`config.mk`:
```
export PLATFORM = sky130hd
export DESIGN_NAME = spi_slave
export DESIGN_NICKNAME = d
export VERILOG_FILES = /design/src/rtl/spi_slave_pkg.sv /design/src/rtl/spi_slave_sync_ff.sv /design/src/rtl/spi_slave.sv
export SDC_FILE = /design/constraint.sdc
export NUM_CORES = 1
export LEC_CHECK = 0
export CORE_ASPECT_RATIO = 1.75
export CORE_UTILIZATION = 46
export DETAILED_ROUTE_END_ITERATION = 6
export PLACE_DENSITY = 0.66
export SYNTH_ARGS = -nofsm -noshare
export SYNTH_HDL_FRONTEND = slang
export SYNTH_SLANG_ARGS = --single-unit
```
`constraint.sdc`:
```
create_clock -name clk -period 2.9 [get_ports clk]
set_clock_uncertainty 0.15 [all_clocks]
set_input_delay 0.87 -clock clk [delete_from_list [all_inputs] [get_ports clk]]
set_output_delay 0.87 -clock clk [all_outputs]
set_load 0.1 [all_outputs]
```
`src/rtl/spi_slave_pkg.sv`:
```
// spi_slave_pkg
//   Shared link defaults for the SPI master/slave pair (frame width,
//   chip-select polarity, synchronizer depth) and the slave FSM encoding.
package spi_slave_pkg;

  localparam int   SPI_WIDTH       = 16;
  localparam logic SPI_CS_ACTIVE   = 1'b0;
  localparam int   SPI_SYNC_STAGES = 2;

  typedef enum logic [1:0] {
    IDLE  = 2'b00,
    SHIFT = 2'b01,
    FULL  = 2'b10
  } spi_state_e;

endpackage

```
`src/rtl/spi_slave_sync_ff.sv`:
```
// sync_ff
//   Multi-stage flip-flop synchronizer for one asynchronous input.
//   Ports:
//     clk   - system clock
//     reset - asynchronous active-low reset (chain loads RESET_VAL)
//     d     - asynchronous input
//     q     - synchronized output, STAGES clk cycles behind d
module sync_ff #(
  parameter int   STAGES    = 2,
  parameter logic RESET_VAL = 1'b0
) (
  input  logic clk,
  input  logic reset,
  input  logic d,
  output logic q
);

  logic [STAGES-1:0] chain;

  always_ff @(posedge clk or negedge reset) begin
    if (!reset) chain <= {STAGES{RESET_VAL}};
    else        chain <= {chain[STAGES-2:0], d};
  end

  assign q = chain[STAGES-1];

endmodule

```
`src/rtl/spi_slave.sv`:
```
// spi_slave
//   Oversampling SPI slave: LSB-first frames, samples MOSI on SCLK fall,
//   advances MISO on SCLK fall, one-cycle rx_valid / frame_err strobes.
//
//   state | meaning
//   ------+---------------------------------------------------------
//   IDLE  | cs inactive, miso low, waiting for cs to go active
//   SHIFT | frame open, fewer than WIDTH SCLK falls seen
//   FULL  | WIDTH falls seen; any further fall marks overflow
//
//   Ports:
//     clk       - system clock (>= 8x SCLK)
//     reset     - asynchronous active-low reset
//     sclk      - SPI clock from master (async)
//     mosi      - master-out data (async)
//     cs        - chip select (async), active level CS_ACTIVE
//     miso      - slave-out data
//     tx_data   - word returned to the master, captured at frame start
//     rx_data   - last good received word
//     rx_valid  - one-cycle strobe when rx_data updates
//     frame_err - one-cycle strobe for a frame with bit count != WIDTH
//     busy      - frame in progress
module spi_slave
  import spi_slave_pkg::*;
#(
  parameter int   WIDTH       = SPI_WIDTH,
  parameter logic CS_ACTIVE   = SPI_CS_ACTIVE,
  parameter int   SYNC_STAGES = SPI_SYNC_STAGES
) (
  input  logic             clk,
  input  logic             reset,
  input  logic             sclk,
  input  logic             mosi,
  input  logic             cs,
  output logic             miso,
  input  logic [WIDTH-1:0] tx_data,
  output logic [WIDTH-1:0] rx_data,
  output logic             rx_valid,
  output logic             frame_err,
  output logic             busy
);

  localparam int CNT_W = $clog2(WIDTH + 1);

  logic sclk_s, mosi_s, cs_s;
  logic sclk_q;

  sync_ff #(.STAGES(SYNC_STAGES), .RESET_VAL(1'b0)) u_sync_sclk (
    .clk(clk), .reset(reset), .d(sclk), .q(sclk_s)
  );
  sync_ff #(.STAGES(SYNC_STAGES), .RESET_VAL(1'b0)) u_sync_mosi (
    .clk(clk), .reset(reset), .d(mosi), .q(mosi_s)
  );
  // cs powers up inactive so reset release never looks like a frame start
  sync_ff #(.STAGES(SYNC_STAGES), .RESET_VAL(~CS_ACTIVE)) u_sync_cs (
    .clk(clk), .reset(reset), .d(cs), .q(cs_s)
  );

  always_ff @(posedge clk or negedge reset) begin
    if (!reset) sclk_q <= 1'b0;
    else        sclk_q <= sclk_s;
  end

  logic cs_on;
  logic sclk_fall;
  assign cs_on     = (cs_s == CS_ACTIVE);
  assign sclk_fall = sclk_q & ~sclk_s;

  spi_state_e       state, state_nxt;
  logic [CNT_W-1:0] bit_cnt;
  logic             ovf;
  logic [WIDTH-1:0] rx_shift, rx_shift_nxt, tx_shift;
  logic             last_fall, frame_close, frame_good;

  assign rx_shift_nxt = {mosi_s, rx_shift[WIDTH-1:1]};
  assign last_fall    = (state == SHIFT) && sclk_fall && (bit_cnt == CNT_W'(WIDTH - 1));
  assign frame_close  = (state != IDLE) && !cs_on;
  // A fall coinciding with cs release counts first: it can complete a frame
  // in SHIFT, or overflow one already in FULL.
  assign frame_good   = last_fall || ((state == FULL) && !ovf && !sclk_fall);

  // state register
  always_ff @(posedge clk or negedge reset) begin
    if (!reset) state <= IDLE;
    else        state <= state_nxt;
  end

  // next-state logic
  always_comb begin
    state_nxt = state;
    case (state)
      IDLE:    if (cs_on) state_nxt = SHIFT;
      SHIFT: begin
        if (!cs_on)         state_nxt = IDLE;
        else if (last_fall) state_nxt = FULL;
      end
      FULL:    if (!cs_on) state_nxt = IDLE;
      default: state_nxt = IDLE;
    endcase
  end

  // outputs
  always_comb begin
    busy = (state != IDLE);
    miso = 1'b0;
    if (state == SHIFT) miso = tx_shift[0];
  end

  // datapath and strobes
  always_ff @(posedge clk or negedge reset) begin
    if (!reset) begin
      bit_cnt   <= '0;
      ovf       <= 1'b0;
      rx_shift  <= '0;
      tx_shift  <= '0;
      rx_data   <= '0;
      rx_valid  <= 1'b0;
      frame_err <= 1'b0;
    end else begin
      rx_valid  <= 1'b0;
      frame_err <= 1'b0;
      case (state)
        IDLE: begin
          if (cs_on) begin
            tx_shift <= tx_data;
            bit_cnt  <= '0;
            ovf      <= 1'b0;
          end
        end
        SHIFT: begin
          if (sclk_fall) begin
            rx_shift <= rx_shift_nxt;
            tx_shift <= tx_shift >> 1;
            if (bit_cnt != CNT_W'(WIDTH)) bit_cnt <= bit_cnt + 1'b1;
          end
        end
        FULL: begin
          if (sclk_fall) ovf <= 1'b1;
        end
        default: ;
      endcase
      if (frame_close) begin
        if (frame_good) begin
          rx_data  <= last_fall ? rx_shift_nxt : rx_shift;
          rx_valid <= 1'b1;
        end else begin
          frame_err <= 1'b1;
        end
      end
    end
  end

endmodule
```
==> summary.txt, run 1 <==
Power and ir drop
  • Total chip power: around 2200 uW
  • Combinational Power Share: 13.9%
  • Static leakage: ~0.0017 uW
  • Clock power frac: 36.9%
  • Cell Pwr Density: 626 mW/mm^2
  • Net Sw Frac: between 20% and 30%
  • Sw Pwr: between 500 and 600 uW
  • Int Pwr: 1690 uW
  • VDD IR max: 0.408 mV
  • Flop pwr share: around half

Outcome
  • Status: completed

STA
  • WHS: 0.198 ns
  • Fin crit period: roughly 2.4 ns
  • Fin. Hold Viols: 0
  • Worst rel slew slack: 56.5%
  • Max Freq: 0.414 GHz
  • RSZ-0062 raised after global routing: no
  • Period utilisation layout: 83.4%
  • Worst slew pin tran: approximately 0.65 ns
  • Final setup violation count: 0
  • Final TNS setup: 0 ns
  • Slew Limit Fails: 0
  • Worst setup margin: 0.483 ns

Critical path
  • Worst-path cell chain: or2_2 -> buf_4
  • RR Startpoint: bit_cnt[0]
  • Slowest stage cell, crit path: dfrtp_1
  • CP Max Fanout: 9
  • CP Buf/Inv Count: 1
  • WP depth: 2
  • Worst reg2reg path depth: 7
  • CP Capture Point: busy
  • Worst setup SP type: flip-flop
  • Reg2reg end: rx_data[10]
  • CP delay by family, top: flip-flops
  • Crit path kind: flip-flop to output pin
  • CP Capture Type: output pin
  • Highest cell delay on the worst timing path: 0.46 ns
  • CP startpoint: state[0]
  • R2R setup slack: around 0.66 ns
  • Crit path DAT: 1.40 ns
  • Worst EP required: 1.88 ns

Drt
  • Routed WL: 4.66 mm
  • # DRC: 0
  • Antenna-violating nets left: 0
  • Drt wl/cell: 12.9 um
  • Vias post-DR: about 1,800
  • Via/cell ratio: 5.02
  • TritonRoute pass-1 iters: 4
  • Iter 0 DRT Violations: 56

Synthesis
  • Top_reg_cell synth: dfrtp_1
  • Top-count cell post-synth: dfrtp_1
  • Cell Area, Synth: 0.00291 sq mm
  • Syn_area_per_cell: around 13 sq um
  • Syn Nets: 256
  • #FFs+latches synth: 65
  • Post-synthesis sequential area ratio: 56.0%
  • Yosys Warn Count: 0
  • Synth top area share: 54.2%
  • Top cells by count, synth: dfrtp_1, nand2_1, mux2_2
  • Cell taking the most area after synthesis: dfrtp_1
  • Gate Count Post-Synth: 232
  • Area contributors post-synth: dfrtp_1, mux2_2, mux2_4, nand2_1, a31oi_1
  • EDFF count, synth: 0
  • Async SR Flop Fraction: 100%
  • Count of different cell masters after synthesis: 36

Place
  • Gpl congestion: 0.707
  • Setup slack at placement: 0.642 ns
  • PortBufs: 40
  • DP HPWL: 3.19 mm

Clock tree
  • H-tree levels: 3
  • CTS-repair resized insts: 0
  • Post-CTS Setup Bufs: 0
  • Clk_lat worst skew: 0.33 ns
  • Hold buffers post-CTS: 0
  • Clock tree buffer depth: 2
  • Clock Tree Root: clkbuf_8
  • Inserted Clock Buffers: 9
  • CTS tree: yes
  • CTS clk-pin slew, worst paths: 0.06 ns
  • Clk sink count: 65

Final layout
  • Post-layout util: 58.0%
  • # fillers: 521
  • Fraction of layout cells with a size suffix above 1: 34.2%
  • # nets final: 301
  • Antenna diodes: 0
  • Synth-to-layout area growth: 22.3%

Global route
  • First-pass GRT wire length: roughly 8.4 mm
  • Largest net degree at the start of global routing: 66
  • Initial antenna violation count: 0
  • Congestion Overflow GR: 0
  • Tot GR Track Use: 16.4%
  • Vias in the first global route: between 1,500 and 2,000

Floorplanning
  • Initial Util: a little under half
  • Total core area: 0.00613 sq mm
  • Die Y: 107 um
  • Width of the die: 62.1 um
  • Die Area: 0.00666 sq mm
  • Site Rows: 38
  • I/O pin cnt: 41

Min path
  • Hold Crit Class: flip-flop to flip-flop

Job
  • Max-cap violation count: 0
-- layer usage --
layer  global-route usage [%]  up-vias  wire (um)
li1                         -      886          -
met1                     17.8      882       1930
met2                     28.8       39       2480
met3                     3.94        7        158
met4                     9.47        0         89
met5                        0        -          0
-- worst min path at each step --
stage / from / cells past startpoint / slack (ns) / to
after floorplan: u_sync_mosi.chain[0] / 0 / 0.18 / u_sync_mosi.chain[1]
after global placement: u_sync_mosi.chain[0] / 0 / 0.18 / u_sync_mosi.chain[1]
after detailed placement: u_sync_sclk.chain[0] / 0 / 0.19 / u_sync_sclk.chain[1]
after CTS: u_sync_sclk.chain[0] / 0 / 0.20 / u_sync_sclk.chain[1]
after global routing: u_sync_cs.chain[0] / 0 / 0.21 / u_sync_cs.chain[1]
final: u_sync_sclk.chain[0] / 0 / 0.20 / u_sync_sclk.chain[1]
-- cell type report --
class                           instances  area [sq um]  share of cell area [%]
Clock buffer                           12           145                    4.08
Clock inverter                          3          65.1                    1.83
Sequential cell                        65          1630                    45.8
Tap cell                               80           100                    2.81
Multi-Input combinational cell        151          1190                    33.5
Timing Repair Buffer                   45           408                    11.5
Inverter                                5          18.8                   0.528
-- power by group through the flow --
stage / registers [uW] / clock network [uW] / logic, uW
2_1_floorplan: 1090 / 0 / 218
3_3_place_gp: 1110 / 0 / 310
3_5_place_dp: 1110 / 0 / 315
4_1_cts: 1100 / 853 / 317
5_1_grt: 1120 / 888 / 348
6_report: 1100 / 821 / 309
-- placed cells by master, fill, tap and decap left out, types with 2 or more instances in the layout --
master,count
and3_1,2
mux2_4,16
ha_1,3
nor2b_1,2
inv_1,5
o2bb2ai_1,2
mux2_2,33
o21ai_0,2
nand2_1,36
buf_4,23
clkbuf_8,10
buf_12,2
a31oi_1,15
dfrtp_1,63
clkbuf_1,2
nand3b_1,2
or2_2,2
nor2_1,19
clkdlybuf4s50_1,19
bufinv_16,2
dfstp_2,2
-- registers in the layout (all words and copies together), names as in the netlist, 2 cells and up --
name and count:
bit_cnt 5, rx_data 16, rx_shift 16, state 2, tx_shift 16, u_sync_cs.chain 2, u_sync_mosi.chain 2, u_sync_sclk.chain 2
-- cells by family after synthesis --
family,share of synthesized area [%]
buf+inv,3.01
flops,56.0
compound gates,6.02
mux,21.8
simple gates,11.9
fa+ha+maj,1.29
-- stage by stage --
stage,instance area (sq um),instances
finish,3560,361
CTS,3560,361
floorplan,2910,232
global route,3560,361
global placement,3350,346
detailed placement,3350,346
No activity file was read; power rests on OpenSTA's default activity.
==> run 2, diff against run 1 <==
- clock period: 2.9 -> 2.5 ns (I/O delays scaled with it)
==> summary.txt, run 2 (synthesized netlist as in run 1, its figures left out) <==
STA
  • Worst rel slew slack: 57.6% (was 56.5%)
  • Fin. Hold Viols: 0 (unchanged)
  • Final TNS setup: 0 ns (unchanged)
  • Fin crit period: 2.38 ns
  • Slew Limit Fails: 0 (unchanged)
  • Max Freq: 0.419 GHz
  • RSZ-0062 raised after global routing: no (unchanged)
  • Period utilisation layout: 95.4%
  • Final setup violation count: 0 (unchanged)
  • Worst slew pin tran: 0.635 ns (was 0.653 ns)

Clock tree
  • Inserted Clock Buffers: 9 (unchanged)
  • Clk_lat worst skew: 0.34 ns (was 0.33 ns)
  • Clock Tree Root: clkbuf_8 (unchanged)
  • H-tree levels: 3 (unchanged)
  • CTS tree: yes (unchanged)
  • Clock tree buffer depth: 2 (unchanged)
  • Post-CTS Setup Bufs: 0 (unchanged)
  • Clk sink count: 65 (unchanged)
  • CTS clk-pin slew, worst paths: 0.08 ns (was 0.06 ns)

Global route
  • Tot GR Track Use: 16.6% (was 16.4%)
  • First-pass GRT wire length: 8.38 mm (was 8.39 mm)
  • Largest net degree at the start of global routing: 66 (unchanged)
  • Initial antenna violation count: 0 (unchanged)
  • Congestion Overflow GR: 0 (unchanged)
  • Vias in the first global route: 1,797 (was 1,881)

Critical path
  • Crit path DAT: 1.48 ns (was 1.40 ns)
  • Worst EP required: 1.60 ns (was 1.88 ns)
  • CP Capture Type: output pin (unchanged)
  • Slowest stage cell, crit path: dfrtp_1 (unchanged)
  • Crit path kind: flip-flop to output pin (unchanged)
  • Worst-path cell chain: nor2b_2 -> and2_2 -> buf_12 (was or2_2 -> buf_4)
  • Highest cell delay on the worst timing path: 0.48 ns (was 0.46 ns)
  • CP Max Fanout: 9 (unchanged)
  • Worst setup SP type: flip-flop (unchanged)

Final layout
  • Fraction of layout cells with a size suffix above 1: 35.7% (was 34.2%)
  • Top flop regs: rx_data x16, rx_shift x16, tx_shift x16 (unchanged)
  • # nets final: 302 (was 301)
  • Most common cell after layout, fill and taps aside: dfrtp_1 (unchanged)
  • Fin cells: 363 (was 361)
  • Most frequent cells in the layout: dfrtp_1, nand2_1, mux2_2 (unchanged)
  • Antenna diodes: 0 (unchanged)
  • Synth-to-layout area growth: 24.3% (was 22.3%)

Place
  • Gpl congestion: 0.716 (was 0.707)
  • DP HPWL: 3.22 mm (was 3.19 mm)
  • PortBufs: 40 (unchanged)
  • DP Cell Count: 347 (was 346)

Floorplanning
  • Initial Util: 47.4% (unchanged)
  • Total core area: 0.00613 sq mm (unchanged)
  • Site Rows: 38 (unchanged)
  • Die Y: 107 um (unchanged)
  • Die Area: 0.00666 sq mm (unchanged)
  • I/O pin cnt: 41 (unchanged)
  • Width of the die: 62.1 um (unchanged)

Drt
  • TritonRoute pass-1 iters: 4 (unchanged)
  • Antenna-violating nets left: 0 (unchanged)
  • Iter 0 DRT Violations: 44 (was 56)
  • Vias post-DR: 1,834 (was 1,814)
  • Routed WL: 4.81 mm (was 4.66 mm)
  • Drt wl/cell: 13.2 um (was 12.9 um)
  • # DRC: 0 (unchanged)
  • Via/cell ratio: 5.05 (was 5.02)

Outcome
  • Status: completed (unchanged)

Power and ir drop
  • Int Pwr: 2050 uW (was 1690 uW)
  • Clock power frac: 39.9% (was 36.9%)
  • Sw Pwr: 675 uW (was 539 uW)
  • Combinational Power Share: 13.3% (was 13.9%)
  • Static leakage: 0.00172 uW (was 0.00170 uW)
  • VDD IR max: 0.640 mV (was 0.408 mV)
  • Net Sw Frac: 24.8% (was 24.2%)
  • Cell Pwr Density: 753 mW/mm^2 (was 626 mW/mm^2)
  • Flop pwr share: 46.8% (was 49.3%)

Min path
  • Hold Crit Class: flip-flop to flip-flop (unchanged)

Job
  • Max-cap violation count: 0 (unchanged)
run 2: metal layers:
metal	track usage (%)	share of wire (%)
met1	18.9	42
met2	28.3	53
met3	3.94	3.3
met4	9.97	2.3
met5	0	0
run 2: final cells by class:
class	instances	area, sq um
Sequential cell	65	1630
Clock buffer	10	128
Inverter	5	18.8
Fill cell	517	2520
Timing Repair Buffer	46	428
Multi-Input combinational cell	151	1190
Clock inverter	6	115
Tap cell	80	100
run 2: final timing paths:
check | start | end | slack [ns] | depth (start not counted)
setup / recovery | state[0] | miso | 0.12 | 3
hold / removal | u_sync_sclk.chain[0] | u_sync_sclk.chain[1] | 0.20 | 0
setup reg to reg | bit_cnt[0] | rx_data[8] | 0.22 | 7
hold reg to reg | u_sync_sclk.chain[0] | u_sync_sclk.chain[1] | 0.20 | 0
max in group asynchronous | reset | u_sync_cs.chain[1] | 1.61 | 2
min in group asynchronous | reset | rx_data[11] | 0.26 | 2
run 2: critical path, delay by kind of cell, from the launching register on:
family                 cells  cell delay [ns]
DFF                        1             0.48
buffers and inverters      1             0.17
and+or+nand+nor            2             0.49
run 2: repair_timing:
| item | in CTS | in global routing |
|---|---|---|
| setup endpoints to repair | 1 | 0 |
| hold endpoints to repair | 0 | 0 |
| hold buffers | 0 | 0 |
| gates resized for setup | 1 | 0 |
run 2: per-stage QoR:
step                      area (sq um)  power, uW  util (%)  setup WS (ns)  hold slack [ns]
after CTS                         3610       2750      58.9         0.0859            0.198
after global placement            3370       1650      54.9          0.280            0.183
after detailed placement          3370       1660      54.9          0.223            0.189
after floorplan                   2910       1520         -         0.0226            0.181
after global routing              3610       2860      58.9        0.00237            0.202
final                             3610       2720      58.9          0.115            0.199
run 2: power groups by stage:
stage | Clock (uW) | Sequential, uW | Combinational [uW]
final | 1080 | 1270 | 361
after global routing | 1160 | 1300 | 406
after CTS | 1110 | 1270 | 369
after detailed placement | 0 | 1290 | 368
after global placement | 0 | 1290 | 361
after floorplan | 0 | 1270 | 254
==> run 3, diff against run 2 <==
- CORE_UTILIZATION: 46 -> 54
- PLACE_DENSITY: 0.66 -> 0.76
==> summary.txt, run 3 (synthesized netlist as in run 1, its figures left out) <==
Global route
  • Initial antenna violation count: 0 (unchanged)
  • First-pass GRT wire length: 8.49 mm (was 8.38 mm)
  • Tot GR Track Use: 20.0% (was 16.6%)
  • Vias in the first global route: 1,895 (was 1,797)
  • Congestion Overflow GR: 0 (unchanged)
  • Largest net degree at the start of global routing: 30 (was 66)

Final layout
  • Fin cells: 339 (was 363)
  • Synth-to-layout area growth: 20.7% (was 24.3%)
  • # nets final: 303 (was 302)
  • Antenna diodes: 0 (unchanged)
  • Post-layout util: 67.3% (was 58.9%)
  • Top flop regs: rx_data x16, rx_shift x16, tx_shift x16 (unchanged)
  • Most frequent cells in the layout: dfrtp_1, nand2_1, mux2_2 (unchanged)
  • Fraction of layout cells with a size suffix above 1: 35.2% (was 35.7%)
  • Most common cell after layout, fill and taps aside: dfrtp_1 (unchanged)

Clock tree
  • Clk_lat worst skew: 0.34 ns (about the same)
  • Clock Tree Root: clkbuf_8 (unchanged)
  • H-tree levels: 3 (unchanged)
  • CTS tree: yes (unchanged)
  • Post-CTS Setup Bufs: 0 (unchanged)
  • Inserted Clock Buffers: 9 (unchanged)
  • Hold buffers post-CTS: 0 (unchanged)
  • Clock tree buffer depth: 2 (unchanged)
  • CTS clk-pin slew, worst paths: 0.06 ns (was 0.08 ns)
  • Clk sink count: 65 (unchanged)
  • CTS-repair resized insts: 0 (was 1)

Place
  • PortBufs: 40 (unchanged)
  • DP HPWL: 3.41 mm (was 3.22 mm)
  • DP Cell Count: 323 (was 347)
  • Gpl congestion: 0.713 (was 0.716)

Critical path
  • CP most frequent cell: ha_1
  • Highest cell delay on the worst timing path: 0.40 ns (was 0.48 ns)
  • Worst-path cell chain: ha_1 -> and3_1 -> ha_1 -> nand2_8 -> a21oi_4 -> buf_4 -> mux2_2 (was nor2b_2 -> and2_2 -> buf_12)
  • RR Startpoint: bit_cnt[0] (unchanged)
  • Worst EP required: 2.57 ns (was 1.60 ns)
  • CP Capture Type: flip-flop (was output pin)
  • CP Max Fanout: 19 (was 9)
  • Worst reg2reg path depth: 7 (unchanged)
  • Reg2reg end: rx_data[11] (was rx_data[8])
  • Crit path DAT: 2.35 ns (was 1.48 ns)
  • R2R setup slack: 0.22 ns (about the same)
  • Crit path kind: flip-flop to flip-flop (was flip-flop to output pin)
  • Slowest stage cell, crit path: dfrtp_1 (unchanged)
  • CP startpoint: bit_cnt[0] (was state[0])
  • Worst setup SP type: flip-flop (unchanged)

Power and ir drop
  • Cell Pwr Density: 681 mW/mm^2 (was 753 mW/mm^2)
  • VDD IR max: 0.357 mV (was 0.640 mV)
  • Static leakage: 0.00170 uW (was 0.00172 uW)

Floorplanning
  • Total core area: 0.00521 sq mm (was 0.00613 sq mm)
  • I/O pin cnt: 41 (unchanged)
  • Die Area: 0.00569 sq mm (was 0.00666 sq mm)
  • Initial Util: 55.8% (was 47.4%)
  • Width of the die: 57.5 um (was 62.1 um)
  • Die Y: 99.1 um (was 107 um)
  • Site Rows: 35 (was 38)

Drt
  • Routed WL: 4.84 mm (was 4.81 mm)
  • Iter 0 DRT Violations: 39 (was 44)
  • # DRC: 1 (was 0)
  • Drt wl/cell: 14.3 um (was 13.2 um)
  • TritonRoute pass-1 iters: 6 (was 4)
  • Vias post-DR: 1,853 (was 1,834)
  • Antenna-violating nets left: 0 (unchanged)
  • Via/cell ratio: 5.47 (was 5.05)

STA
  • Max Freq: 0.439 GHz (was 0.419 GHz)
  • Fin crit period: 2.28 ns (was 2.38 ns)
  • Fin. Hold Viols: 0 (unchanged)
  • RSZ-0062 raised after global routing: no (unchanged)
  • Period utilisation layout: 91.1% (was 95.4%)
  • Final setup violation count: 0 (unchanged)
  • Slew Limit Fails: 0 (unchanged)
  • Final TNS setup: 0 ns (unchanged)
  • Worst rel slew slack: 56.0% (was 57.6%)
  • Worst slew pin tran: 0.659 ns (was 0.635 ns)

Job
  • Max-cap violation count: 0 (unchanged)

Outcome
  • Status: complete, but fails checks (was completed)
  • Failing checks: design-rule violations

Min path
  • Hold Crit Class: input port to async pin (was flip-flop to flip-flop)
==> run 3: cell types whose count changed in the layout (fill, tap and decap cells not counted), sizes merged <==
cell,change
clkinv,+3
inv,-1
clkbuf,+2
buf,+1
bufinv,-3
clkinvlp,-1
==> run 3: worst max-delay path, delay by kind of cell, from the launching register on <==
kind | cells | cell delay (ns)
fa+ha+maj | 2 | 0.47
flops | 1 | 0.40
mux | 1 | 0.37
simple gates | 2 | 0.34
buf+inv | 1 | 0.28
compound gates | 1 | 0.15
==> run 3: area by class of cell <==
cell class,instances,area (sq um)
Clock inverter,4,20.0
Timing Repair Buffer,47,435
Clock buffer,12,145
Fill cell,437,1700
Tap cell,55,68.8
Inverter,5,18.8
Sequential cell,65,1630
Multi-Input combinational cell,151,1190
==> run 3: worst max-delay path by stage <==
stage / to / slack [ns] / cells past startpoint
detailed placement: rx_data[14] / 0.23 / 7
floorplan: miso / 0.02 / 4
CTS: miso / 0.21 / 3
finish: rx_data[11] / 0.22 / 7
global placement: rx_data[8] / 0.29 / 7
global route: rx_data[10] / 0.12 / 7
==> run 3: layer usage <==
layer  vias up  routed length [um]  track usage [%]
li1        899                   -                -
met1       907                1940             21.6
met2        41                2650             34.0
met3         6                 157             6.56
met4         0                  96             10.5
met5         -                   0                0
==> run 3: through the flow <==
stage               instance area (sq um)  total power (uW)  worst slack (ns)  hold WS (ns)
floorplan                            2910              1520            0.0226         0.181
global placement                     3340              1640             0.288         0.186
detailed placement                   3340              1660             0.228         0.186
CTS                                  3510              2420             0.206         0.139
global route                         3510              2520             0.121         0.144
finish                               3510              2390             0.221         0.147
==> run 3: report_power, final <==
group | internal [uW] | total [uW] | switching, uW
logic | 198 | 362 | 163
registers | 1180 | 1280 | 96.5
clock network | 380 | 751 | 371
